--- config.mk ---
export PLATFORM = sky130hd
export DESIGN_NAME = mem_bus_arbiter
export DESIGN_NICKNAME = d
export VERILOG_FILES = /design/src/rtl/mem_bus_arbiter.sv
export SDC_FILE = /design/constraint.sdc
export NUM_CORES = 1
export LEC_CHECK = 0
export ABC_AREA = 1
export ABC_CLOCK_PERIOD_IN_PS = 1500
export CORE_MARGIN = 10
export CORE_UTILIZATION = 23
export DETAILED_ROUTE_END_ITERATION = 8
export HOLD_SLACK_MARGIN = 0.05
export PLACE_DENSITY = 0.82
export SYNTH_ARGS = -nofsm -noshare
export SYNTH_HDL_FRONTEND = slang
export SYNTH_SLANG_ARGS = --single-unit
--- constraint.sdc ---
create_clock -name clk_i -period 1.5 [get_ports clk_i]
set_input_delay 0.3 -clock clk_i [delete_from_list [all_inputs] [get_ports clk_i]]
set_output_delay 0.3 -clock clk_i [all_outputs]
set_load 0.005 [all_outputs]
--- src/rtl/mem_bus_arbiter.sv ---
// mem_bus_arbiter: two-master (instruction fetch / data) arbiter for the shared
// memory bus. It holds a registered grant for one stb/ack transaction. Data has
// priority, and instruction fetch gets a bounded number of consecutive data
// grants before it is served.
// Optional: define BUS_TIMEOUT_EN to abort a transaction after TIMEOUT_CYCLES
// cycles without an ack. The granted master's err pulses for that one cycle.
module mem_bus_arbiter #(
    parameter int D_MAX_CONSEC   = 4,
    parameter int TIMEOUT_CYCLES = 255
) (
    input  logic        clk_i,
    input  logic        rst_i,
    input  logic        i_stb_i,
    input  logic [31:0] i_adr_i,
    output logic        i_ack_o,
    output logic        i_err_o,
    output logic [31:0] i_dat_o,
    input  logic        d_stb_i,
    input  logic        d_we_i,
    input  logic [31:0] d_adr_i,
    input  logic [31:0] d_dat_i,
    input  logic [3:0]  d_sel_i,
    output logic        d_ack_o,
    output logic        d_err_o,
    output logic [31:0] d_dat_o,
    output logic        bus_stb_o,
    output logic        bus_we_o,
    output logic [31:0] bus_adr_o,
    output logic [31:0] bus_dat_o,
    output logic [3:0]  bus_sel_o,
    input  logic [31:0] bus_dat_i,
    input  logic        bus_ack_i
);

    typedef enum logic [1:0] {IDLE, GNT_I, GNT_D} state_t;

    typedef struct packed {
        logic        stb;
        logic        we;
        logic [31:0] adr;
        logic [31:0] dat;
        logic [3:0]  sel;
    } bus_req_t;

    localparam logic [3:0] D_MAX = 4'(D_MAX_CONSEC);

    // Catch out-of-range parameters at elaboration.
    if (D_MAX_CONSEC < 1 || D_MAX_CONSEC > 15) begin : g_bad_dmax
        $error("mem_bus_arbiter: D_MAX_CONSEC must be 1..15");
    end
    if (TIMEOUT_CYCLES < 1 || TIMEOUT_CYCLES > 65535) begin : g_bad_to
        $error("mem_bus_arbiter: TIMEOUT_CYCLES must be 1..65535");
    end

    state_t     state_q, state_d;
    logic [3:0] consec_q, consec_d;
    logic       timeout;
    bus_req_t   i_req, d_req, bus_req;

`ifdef BUS_TIMEOUT_EN
    localparam logic [15:0] TO_LIM = 16'(TIMEOUT_CYCLES);
    logic [15:0] wait_q;

    // Wait counter: held at 0 in IDLE, so it starts from 0 on every grant entry.
    always_ff @(posedge clk_i or posedge rst_i) begin
        if (rst_i)
            wait_q <= '0;
        else if (state_q == IDLE)
            wait_q <= '0;
        else if (!bus_ack_i)
            wait_q <= wait_q + 16'd1;
    end

    assign timeout = (state_q != IDLE) && (wait_q == TO_LIM);
`else
    assign timeout = 1'b0;
`endif

    // State register and anti-starvation counter.
    always_ff @(posedge clk_i or posedge rst_i) begin
        if (rst_i) begin
            state_q  <= IDLE;
            consec_q <= '0;
        end else begin
            state_q  <= state_d;
            consec_q <= consec_d;
        end
    end

    // Arbitration in IDLE and release of the grant.
    always_comb begin
        state_d  = state_q;
        consec_d = consec_q;
        case (state_q)
            IDLE: begin
                if (d_stb_i && !(i_stb_i && consec_q == D_MAX)) begin
                    state_d = GNT_D;
                    // Reaching here with i_stb_i high implies consec_q < D_MAX,
                    // so the increment saturates at D_MAX by construction.
                    consec_d = i_stb_i ? consec_q + 4'd1 : 4'd0;
                end else if (i_stb_i) begin
                    state_d  = GNT_I;
                    consec_d = 4'd0;
                end
            end
            GNT_I: if (bus_ack_i || !i_stb_i || timeout) state_d = IDLE;
            GNT_D: if (bus_ack_i || !d_stb_i || timeout) state_d = IDLE;
            default: state_d = IDLE;
        endcase
    end

    assign i_req = '{stb: i_stb_i, we: 1'b0, adr: i_adr_i, dat: 32'h0, sel: 4'hF};
    assign d_req = '{stb: d_stb_i, we: d_we_i, adr: d_adr_i, dat: d_dat_i, sel: d_sel_i};

    // Bus mux: only the granted master reaches the bus, IDLE drives all zeros.
    always_comb begin
        bus_req = '0;
        case (state_q)
            GNT_I:   bus_req = i_req;
            GNT_D:   bus_req = d_req;
            default: bus_req = '0;
        endcase
        if (timeout) bus_req.stb = 1'b0;
    end

    assign {bus_stb_o, bus_we_o, bus_adr_o, bus_dat_o, bus_sel_o} = bus_req;

    // Responses go to the granted master only. An ack in the timeout cycle wins over err.
    always_comb begin
        i_ack_o = 1'b0;
        i_err_o = 1'b0;
        i_dat_o = '0;
        d_ack_o = 1'b0;
        d_err_o = 1'b0;
        d_dat_o = '0;
        case (state_q)
            GNT_I: begin
                i_ack_o = bus_ack_i;
                i_err_o = timeout && !bus_ack_i;
                i_dat_o = bus_dat_i;
            end
            GNT_D: begin
                d_ack_o = bus_ack_i;
                d_err_o = timeout && !bus_ack_i;
                d_dat_o = bus_dat_i;
            end
            default: ;
        endcase
    end

endmodule
==> reports/metrics.cfg <==
[layout]
final_area_um2 = 6800
area_delta_synth_final_pct = 281
fillers = 309
drive_gt1_frac = 0.662
fin_util = 0.889
nNetsFinal = 903

[floorplanning]
ioPinCount = 276
die_h_um = 108
die_x_um = 108
start_util = 0.233
die_area_um2 = 11700
num_rows = 32
core_region_area_um2 = 7650

[power_and_ir_drop]
p_sw_mw = 5.64
power_density_nw_per_um2 = 1820
p_comb_frac = 0.957
p_int_mw = 6.72
p_seq_frac = 0.022
p_leak_nw = 4.05
p_sw_frac = 0.456
ir_drop_mv = 1.26
clkPwrFrac = 0.020

[routing]
avgRoutedWirePerCell_um = 24.2
drt-initial-drc-count = 263
first_pass_iters = 7
routed_wl_mm = 20.8
ant_nets = 0
via_per_inst = 4.97
vias = 4271
remaining_drc_errors = 0

[worst_setup_path]
cpPeakStageDelay_ps = 390
cp_max_fo = 6
rrSetupSlack_ps = -160
crit_arrival_ps = 1690
path_cells = buf_6 -> ha_4 -> buf_12 -> buf_12 -> buf_16 -> buf_6 -> nand2_4 -> inv_2 -> buf_6
critPathBufInv = 7
cp.required_ps = 1200
start_kind = register
slowest_stage = dfrtp_1
crit_type = reg2out
cp_top_family = buffers and inverters
end_kind = primary output
crit_top_cell = buf_6

[placement]
place.gp.congestion = 0.885
numPortBuffers = 273
placed_area_um2 = 4770
dp_hpwl_mm = 10.8

[synth]
yosys.area.top_type = nand2_1
ys_types = 15
synth_top_area_frac = 0.400
seq_area_frac_synth = 0.0842
synth_warnings = 0
synth-async-reset-ratio = 1.00
synth.area.top_cells = nand2_1 40%, inv_1 24%, a21oi_1 11%, dfrtp_1 8.4%, buf_2 5.1%
synth_area_per_cell_um2 = 4.49
synthCells = 397
synth_edf_count = 0
yosys-top-cells-count = 190 x nand2_1, 115 x inv_1, 39 x a21oi_1
syn_area_um2 = 1780
synth_seq_cells = 6
synthFlopType = dfrtp_1
yosysMostFrequentCell = nand2_1

[timing]
fmax_mhz = 503
fin_crit_ps = 1990
maxSlewViolCount = 0
timing.final.ws_setup_ps = -489
finalCritPeriodShare = 1.33
hold_viol_final = 0
rsz0062_at_grt = true
fin_worst_skew_ps = 0.0807
setup_viol = 138

[clock_tree]
cts-root-buf = clkbuf_8
clkLatencyLatePin_ps = 230
clk_pin_slew_ps = 40
cts_made_buffers = 3
cts_tree = done
cts_sinks = 6
ctsHoldBuffers = 0
htree_levels = 1
clock_path_buffers = 2

[global_route]
grt_max_degree = 15
grt_use_total = 0.243
antenna_found_initial = 2
grt.overflow.total = 0
first_global_vias = 3994
grt_pass1_wl_mm = 22.4

[run_status]
violations = setup timing
outcome = finished, violations left

[job]
maxCapViolCount = 0

[min_path]
hold_class = in2async

-- final timing paths --
kind                                    startpoint                       to  cells past startpoint
hold reg to reg            consec_q[0]$_DFFE_PP0P_  consec_q[0]$_DFFE_PP0P_                      1
setup / recovery            state_q[1]$_DFFE_PP0P_              d_dat_o[29]                      9
max in group asynchronous                    rst_i  consec_q[0]$_DFFE_PP0P_                      2
min in group clk_i         consec_q[0]$_DFFE_PP0P_  consec_q[0]$_DFFE_PP0P_                      1
setup reg to reg            state_q[1]$_DFFE_PP0P_   state_q[0]$_DFFE_PP0P_                     12
hold / removal                               rst_i   state_q[0]$_DFFE_PP0P_                      2
-- final cells by class --
| type | count | area (µm²) | share of cell area |
|---|---|---|---|
| clock buffers | 3 | 41.3 | 0.00607 |
| repair buffers | 379 | 4040 | 0.594 |
| multi-input cells | 253 | 2000 | 0.294 |
| well taps | 102 | 128 | 0.0188 |
| flip-flops and latches | 6 | 150 | 0.0221 |
| inverters | 116 | 443 | 0.0651 |
| diodes | 1 | 2.50 | 0.000368 |
-- repair_timing --
item,in CTS,in global routing
pin swaps,21,25
buffers inserted,52,21
endpoints found under the setup margin,138,138
gates resized for setup,738,325
cloned,12,3
-- worst reg2reg max path, delay by kind of cell, from the launching register on --
family	cells	cell delay, ps
buffers and inverters	5	620
flip-flops	1	390
AND/OR/NAND/NOR	5	310
adder cells (fa/ha/maj)	1	170
AO/OA/AOI/OAI	1	60
-- metal layers --
metal | track usage | routed length [µm]
met3 | 0.0654 | 1920
met1 | 0.241 | 6540
met5 | 0 | 8
met4 | 0.0849 | 1640
met2 | 0.472 | 10700
-- stage by stage --
stage / total power, mW / worst slack (ps) / cells / hold slack (ps) / TNS [ps]
6_report: 12.4 / -489 / 860 / 322 / -46930
5_1_grt: 12.8 / -520 / 860 / 325 / -52680
4_1_cts: 9.24 / -452 / 839 / 300 / -42760
3_5_place_dp: 6.24 / -571 / 772 / 540 / -55310
3_3_place_gp: 6.11 / -548 / 772 / 513 / -48790
2_1_floorplan: 2.52 / 72.3 / 398 / 91.0 / 0
-- cell usage in the layout (no fill, tap or decap) --
cell type        count
clkbuf_8             3
inv_6                1
diode_2              1
conb_1               2
buf_16              10
inv_1               30
ha_4                 2
o21ai_2              1
dfrtp_1              6
nor2_2               1
nand2_1             51
nand2_4             89
inv_2               84
nand4_1              1
clkbuf_2             1
buf_2               56
nor2_1               6
buf_4               19
o21bai_1             3
inv_4                1
a21oi_2             27
a21oi_1             12
nand2_2             50
clkbuf_16            3
buf_6              129
ha_1                 4
buf_12              15
nand3_1              4
clkdlybuf4s50_1    137
buf_8                9
-- flip-flops by register name, indices dropped and copies added, names as in the netlist --
signal	flops
consec_q	4
state_q	2
-- power by group through the flow --
stage | clock network (mW) | registers (mW) | logic, mW
after floorplan | 0 | 0.267 | 2.26
after global placement | 0 | 0.268 | 5.85
after detailed placement | 0 | 0.273 | 5.97
after CTS | 0.255 | 0.274 | 8.71
after global routing | 0.265 | 0.283 | 12.3
final | 0.251 | 0.277 | 11.8
-- logic make-up after synthesis --
logic type	synth area share
simple gates	0.431
other cells	0.00210
buf+inv	0.316
fa+ha+maj	0.0421
flops	0.0842
compound gates	0.125
Power figures use the tool's default switching activity.
